===== src/rtl/rotor2_fwd.sv =====
// Rotor 2 forward (keyboard-to-reflector) path: position register with single/double stepping,
// forward wiring plus position offset, and a one-entry valid/ready output stage.
module rotor2_fwd #(
    parameter logic [4:0] NOTCH       = 5'd4,
    parameter bit         DOUBLE_STEP = 1'b1
) (
    input  logic       clk,
    input  logic       rst_n,
    input  logic       in_valid,
    output logic       in_ready,
    input  logic [4:0] in_letter,
    input  logic       step_in,
    input  logic       set_en,
    input  logic [4:0] set_pos,
    output logic       out_valid,
    input  logic       out_ready,
    output logic [4:0] out_letter,
    output logic       out_err,
    output logic [4:0] pos,
    output logic       turnover_out
);

    // Forward wiring; unused codes map to 0 and are flagged as errors separately.
    function automatic logic [4:0] fwd_map(input logic [4:0] l);
        logic [4:0] r;
        case (l)
            5'd1:    r = 5'd6;
            5'd2:    r = 5'd15;
            5'd3:    r = 5'd11;
            5'd4:    r = 5'd21;
            5'd5:    r = 5'd4;
            5'd6:    r = 5'd1;
            5'd7:    r = 5'd26;
            5'd8:    r = 5'd14;
            5'd9:    r = 5'd17;
            5'd10:   r = 5'd16;
            5'd11:   r = 5'd24;
            5'd12:   r = 5'd23;
            5'd13:   r = 5'd2;
            5'd14:   r = 5'd10;
            5'd15:   r = 5'd9;
            5'd16:   r = 5'd5;
            5'd17:   r = 5'd8;
            5'd18:   r = 5'd3;
            5'd19:   r = 5'd13;
            5'd20:   r = 5'd19;
            5'd21:   r = 5'd7;
            5'd22:   r = 5'd12;
            5'd23:   r = 5'd18;
            5'd24:   r = 5'd25;
            5'd25:   r = 5'd20;
            5'd26:   r = 5'd22;
            default: r = 5'd0;
        endcase
        return r;
    endfunction

    logic [4:0] pos_q, pos_d;
    logic       valid_q, valid_d;
    logic [4:0] letter_q, letter_d;
    logic       err_q, err_d;
    logic       turn_q, turn_d;

    logic       acc;
    logic       step_hit;
    logic       letter_ok;
    logic [4:0] pos_inc;
    logic [5:0] sum;

    assign in_ready     = !valid_q || out_ready;
    assign acc          = in_valid && in_ready;
    assign out_valid    = valid_q;
    assign out_letter   = letter_q;
    assign out_err      = err_q;
    assign pos          = pos_q;
    assign turnover_out = turn_q;

    // Next-state: position update, encipher with the post-step position, output handshake.
    always_comb begin
        pos_d     = pos_q;
        valid_d   = valid_q;
        letter_d  = letter_q;
        err_d     = err_q;
        turn_d    = 1'b0;
        step_hit  = acc && (step_in || (DOUBLE_STEP && (pos_q == NOTCH)));
        pos_inc   = (pos_q == 5'd25) ? 5'd0 : pos_q + 5'd1;
        letter_ok = (in_letter != 5'd0) && (in_letter <= 5'd26);

        // A load always wins over stepping and never produces a turnover.
        if (set_en) begin
            pos_d = (set_pos > 5'd25) ? 5'd0 : set_pos;
        end else if (step_hit) begin
            pos_d  = pos_inc;
            turn_d = (pos_q == NOTCH);
        end

        sum = {1'b0, fwd_map(in_letter)} + {1'b0, pos_d};

        if (acc) begin
            valid_d = 1'b1;
            if (letter_ok) begin
                letter_d = (sum > 6'd26) ? 5'(sum - 6'd26) : sum[4:0];
                err_d    = 1'b0;
            end else begin
                letter_d = 5'd0;
                err_d    = 1'b1;
            end
        end else if (out_ready) begin
            valid_d = 1'b0;
        end
    end

    // State registers; reset discards any pending output and turnover.
    always_ff @(posedge clk or negedge rst_n) begin
        if (!rst_n) begin
            pos_q    <= 5'd0;
            valid_q  <= 1'b0;
            letter_q <= 5'd0;
            err_q    <= 1'b0;
            turn_q   <= 1'b0;
        end else begin
            pos_q    <= pos_d;
            valid_q  <= valid_d;
            letter_q <= letter_d;
            err_q    <= err_d;
            turn_q   <= turn_d;
        end
    end

endmodule


===== config.mk =====
export PLATFORM = sky130hd
export DESIGN_NAME = rotor2_fwd
export DESIGN_NICKNAME = d
export VERILOG_FILES = /design/src/rtl/rotor2_fwd.sv
export SDC_FILE = /design/constraint.sdc
export NUM_CORES = 1
export LEC_CHECK = 0
export ABC_CLOCK_PERIOD_IN_PS = 3730
export CORE_ASPECT_RATIO = 0.9
export CORE_MARGIN = 4
export CORE_UTILIZATION = 50
export DETAILED_ROUTE_END_ITERATION = 7
export PLACE_DENSITY = 0.86
export SYNTH_ARGS = -nofsm -noshare
export SYNTH_HDL_FRONTEND = slang
export SYNTH_SLANG_ARGS = --single-unit

===== constraint.sdc =====
create_clock -name clk -period 3.73 [get_ports clk]
set_input_delay 0.9325 -clock clk [delete_from_list [all_inputs] [get_ports clk]]
set_output_delay 0.9325 -clock clk [all_outputs]
set_load 0.05 [all_outputs]

==> Word-level counts from Yosys, hierarchy flattened <==
Memories as Yosys holds them, arrays and structs flattened.
Cells that the tools add are included.
{ "word_totals": {"ff_bits": 13, "mem_bits_ro": 160, "in_bits": 16, "out_inout_bits": 14, "word_cells": 33, "mem_count": 1} }
{ "memory_table": {"columns": ["memory", "depth", "word_bits", "rd", "rd_ports_with_merged_regs", "write_ports", "line", "source"], "rows": [
  ["(no name shown)", 32, 5, 1, 0, 0, "26", "case (l)"]
]} }
{ "op_classes": {"add_sub_neg": 3, "magnitude_cmp": 3, "n_eq_ne": 2, "n_mux": 11, "reduce_logical": 8} }
{ "op_table": {"columns": ["op", "count"], "rows": [
  ["2-to-1 mux 5 bit", 6],
  ["adder 5 x 5 -> 6 bit", 1],
  ["> comparator 6 x 5 -> 1 bit, second input constant", 1],
  ["adder 5 x 1 -> 5 bit, second input constant", 1],
  ["equality test 5 x 3 -> 1 bit, second input constant", 1],
  ["equality test 5 bit, second input constant", 1],
  ["> comparator 5 bit, second input constant", 1],
  ["<= comparator 5 bit, second input constant", 1],
  ["2-to-1 mux 1 bit", 5],
  ["nonzero test 5 bit", 1],
  ["subtractor 5 bit, second input constant", 1],
  ["logical AND 1 bit", 3],
  ["logical OR 1 bit", 2],
  ["nonzero test 2 bit", 1],
  ["zero test 1 bit", 1]
]} }

==> Depth between registers and ports, before layout <==
{ "depth": {"ltp_word": 10, "ltp_mapped": 16, "mapped_depth_nobuf": 16} }

==> Worst setup path after synthesis <==
Ideal clock, no wire load.
{ "synth_timing": {"kind": "input to register", "startpoint": "input port out_ready", "endpoint": "register letter_q[3] (netlist: out_letter[3])", "setup_time_ns": 0.121, "t_arrival_ns": 3.856, "required_ns": 3.609, "setup_slack_ns": -0.247, "cell_stages": 14, "n_path_buf": 0, "path_cell_list": "nand2b_1 -> nand2_1 -> nor2_1 -> xnor2_1 -> o21ai_0 -> ha_1 -> inv_1 -> fa_1 -> nand2b_1 -> a21oi_4 -> xor2_2 -> a21oi_1 -> or3_1 -> a22o_1"} }
{ "synth_between": {"elab_chain_cells": 9, "elab_cells_between_ends": 10, "classes_between": "add/sub (2); order compare (1); mux (4); reduce/logical (3)"} }
{ "synth_lines": {"columns": ["item", "line", "source"], "rows": [
  ["from (decl)", "16", "input logic out_ready,"],
  ["logical OR 1 bit *", "70", "assign in_ready = !valid_q || out_ready;"],
  ["logical AND 1 bit *", "71", "assign acc = in_valid && in_ready;"],
  ["logical AND 1 bit *", "85", "step_hit = acc && (step_in || (DOUBLE_STEP && (pos_q == NOTCH)));"],
  ["2-to-1 mux 5 bit *", "92", "end else if (step_hit) begin"],
  ["2-to-1 mux 5 bit *", "90", "if (set_en) begin"],
  ["named net pos_d[0]", "58", "logic [4:0] pos_q, pos_d;"],
  ["adder 5 x 5 -> 6 bit *", "97", "sum = {1'b0, fwd_map(in_letter)} + {1'b0, pos_d};"],
  ["subtractor 5 bit or > comparator 6 x 5 -> 1 bit (tied branches)", "102", "letter_d = (sum > 6'd26) ? 5'(sum - 6'd26) : sum[4:0];"],
  ["2-to-1 mux 5 bit *", "102", null],
  ["2-to-1 mux 5 bit *", "101", "if (letter_ok) begin"],
  ["to (signal assigned)", "124", "letter_q <= letter_d;"],
  ["to (decl)", "60", "logic [4:0] letter_q, letter_d;"]
]} }
Mark *: on every way through the listed nets, which the timed path passes. The rest lies on a longest branch.
A chain may end at the register's enable or synchronous reset.

==> Worst setup path in the final report <==
{ "layout_timing": {"startpoint": "input port in_letter[0]", "endpoint": "register letter_q[3] (netlist: out_letter[3])"} }
{ "layout_between": {"elab_chain_cells": 5, "elab_cells_between_ends": 9, "classes_between": "add/sub (2); order compare (2); mux (2); reduce/logical (2); memory (1)"} }
{ "layout_lines": {"columns": ["item", "line", "source"], "rows": [
  ["from (decl)", "11", "input logic [4:0] in_letter,"],
  ["memory read (32 x 5 bit)", null, null],
  ["adder 5 x 5 -> 6 bit", "97", null],
  ["subtractor 5 bit or > comparator 6 x 5 -> 1 bit (tied branches)", "102", null],
  ["2-to-1 mux 5 bit", "102", null],
  ["2-to-1 mux 5 bit *", "101", null]
]} }
Every way passes the cells marked *; elsewhere a longest branch is shown, timed or not.

==> impl_metrics.env <==
export IMPL_status="complete, but fails checks"
export IMPL_violations="setup timing"
export IMPL_n_antenna_cell=0
export IMPL_grt_pass1_wl_um=6990
export IMPL_grt_ovfl_total=0
export IMPL_cpMostUsedCell="o21ai_0"
export IMPL_seq_power_share=0.209
export IMPL_numPortBuffers=29
export IMPL_nets=277
export IMPL_rows=17
export IMPL_gp_congestion=0.931
export IMPL_initial_utilization=0.532
export IMPL_path_max_fanout=5
export IMPL_slew_headroom=0.590
export IMPL_slew_viol_final=0
export IMPL_drive_gt1_frac=0.351
export IMPL_syn_cell_area_um2=1340
export IMPL_wire_per_inst_um=20.5
export IMPL_worstSetupPathType="in -> reg"
export IMPL_synth_cell_types=41
export IMPL_cts_buffers=3
export IMPL_die_y_um=57.0
export IMPL_p_sw_uw=453
export IMPL_synth_edf_count=0
export IMPL_core_area_um2=2510
export IMPL_dieArea_um2=3570
export IMPL_p_per_area_nw_per_um2=430
export IMPL_min_period_ps=3790
export IMPL_critPathRequiredTime_ps=3900
export IMPL_hpwl_um=3170
export IMPL_cp_slowest_stage_delay_ps=390
export IMPL_vias=1679
export IMPL_async_reset_ff_frac=1.00
export IMPL_clk_path_buf_depth=2
export IMPL_hold_class="reg -> reg"
export IMPL_p_leak_uw=0.00104
export IMPL_pwr_share_comb=0.695
export IMPL_layoutNonFillerInstCount=270
export IMPL_post_synth_top_count_cell="nand2_1"
export IMPL_drtIter0Drc=106
export IMPL_ant_nets=0
export IMPL_layout_setup_ws_ps=-58.0
export IMPL_ys_seq_elements=13
export IMPL_synth_avg_cell_area_um2=8.25
export IMPL_h_tree_depth=1
export IMPL_wl_um=5530
export IMPL_placedCellCount=253
export IMPL_finalPower_uw=955
export IMPL_netlist_instances=162
export IMPL_hold_viol_final=0
export IMPL_cts_root_buf="clkbuf_4"
export IMPL_cts_sinks=13
export IMPL_p_sw_frac=0.475
export IMPL_synth_top_area_share=0.243
export IMPL_viasPerCell=6.22
export IMPL_worstSkewPairLatency_ps=280
export IMPL_first_global_vias=1526
export IMPL_firstDrtPassIters=5
export IMPL_area_growth_pct=66.1
export IMPL_arrival_ps=3960
export IMPL_clk_pin_slew_ps=80
export IMPL_maxCapViolations=0
export IMPL_p_int_uw=502
export IMPL_peakVddDrop_mv=0.338
export IMPL_crit_path_end_kind="flip-flop"
export IMPL_setup_viol=3
export IMPL_synth_area_leaders="dfrtp_1 (24%), ha_1 (16%), nand2_1 (5.6%), o21ai_0 (5.6%), a21oi_1 (4.5%)"
export IMPL_dieWidth_um=62.5
export IMPL_synth_top_area_cell="dfrtp_1"
export IMPL_grtUsageTotal=0.235
export IMPL_ys_seq_area_frac=0.243
export IMPL_synth_commonest_cells="nand2_1 (20), ha_1 (17), o21ai_0 (15), dfrtp_1 (13), a21oi_1 (12)"
export IMPL_cts_tree="built"
export IMPL_start_kind="primary input"
export IMPL_min_period_over_period=1.02
export IMPL_synthesis_nets=196
export IMPL_p_clk_frac=0.097
export IMPL_synth_top_flop_cell="dfrtp_1"
export IMPL_grt_max_degree=14
export IMPL_clock_skew_ps=6.20
export IMPL_worstMarginPinSlew_ps=613
export IMPL_crit_path_top_delay_cell="or3_1"
export IMPL_path_cells="dlygate4sd2_1, buf_4, ha_1, o21ai_0, o21ai_0, a21oi_1, ha_2, inv_2, fa_2, nand2b_4, a21oi_4, xor2_2, a21oi_2, or3_1, a22o_1"
export IMPL_pin_count=30
export IMPL_drc=0
export IMPL_antenna_found_initial=0
export IMPL_max_freq_ghz=0.264
export IMPL_ys_warn_count=0
[critical path, delay by kind of cell]
kind                     cells  cell delay (ps)
AO/OA/AOI/OAI                6             1000
XOR/XNOR                     1              190
adder cells (fa/ha/maj)      3              820
buffers and inverters        3              460
AND/OR/NAND/NOR              2              550
[power groups by stage]
stage          sequential (uW)  clock [uW]  combinational (uW)
2_1_floorplan              306           0                 223
3_3_place_gp               196           0                 514
3_5_place_dp               198           0                 532
4_1_cts                    194        85.5                 552
5_1_grt                    202        97.7                 695
6_report                   199        92.5                 663
[state kept, by name (all words and copies together), names as in the netlist]
register and count:
out_err 1, out_letter 5, out_valid 1, turnover_out 1, pos 5
[layer usage]
layer,vias to the layer above,part of all wire,track usage
met2,124,0.49,0.421
met3,31,0.088,0.0394
li1,731,-,-
met5,-,0,0
met4,0,0.049,0.0535
met1,793,0.38,0.297
[metrics by stage]
stage               utilization  cell area, um^2  TNS [ps]  hold slack [ps]  setup slack [ps]
detailed placement        0.772             1940     -1400              474              -383
floorplan                     -             1340         0              637              49.8
global route              0.884             2220      -420              549              -170
CTS                       0.802             2010         0              488              44.7
global placement          0.772             1940     -1070              465              -301
finish                    0.884             2220      -129              533             -58.0
[cell families (layout without fill, tap and decap cells)]
logic type      Yosys count  count (layout)  synth area share
simple gates             56              56             0.202
compound gates           47              47             0.220
fa+ha+maj                18              18             0.174
flops                    13              13             0.243
buf+inv                  12              92            0.0346
xor+xnor                 11              11            0.0777
mux                       5               5            0.0478
[layout by cell type, fill, tap and decap left out, types with 4 or more instances in the layout]
master and n:
ha_1 13, a21oi_2 5, buf_4 49, xnor2_1 6, a21o_1 4, nor2_1 9, clkdlybuf4s50_1 23, nand4_1 4
dlymetal6s2s_1 4, dfrtp_1 13, o21ai_0 12, a21oi_1 7, nand2_1 19, inv_1 5, nand3_1 6
[final cells by class]
cell class / instances / area [um^2]
Multi-Input combinational cell: 137 / 1110
Inverter: 8 / 30.0
Sequential cell: 13 / 325
Clock buffer: 4 / 26.3
Tap cell: 28 / 35.0
Fill cell: 107 / 290
Timing Repair Buffer: 80 / 697
[what timing repair did]
action,in CTS,in global routing
pin swaps,4,19
buffers inserted,0,14
resized for setup,12,26
hold buffers,0,0
endpoints found under the setup margin,3,4
[worst paths after layout]
path | from | endpoint | slack [ps] | cells past startpoint
worst min register to register | out_letter[3] | out_letter[3] | 530 | 1
worst min-delay path | out_letter[3] | out_letter[3] | 530 | 1
worst max register to register | pos[0] | out_letter[2] | 30 | 17
worst max-delay path | in_letter[0] | out_letter[3] | -60 | 15
max in group asynchronous | rst_n | pos[1] | 2300 | 1
min in group asynchronous | rst_n | out_err | 1030 | 1
(Power assumes the default switching activity.)
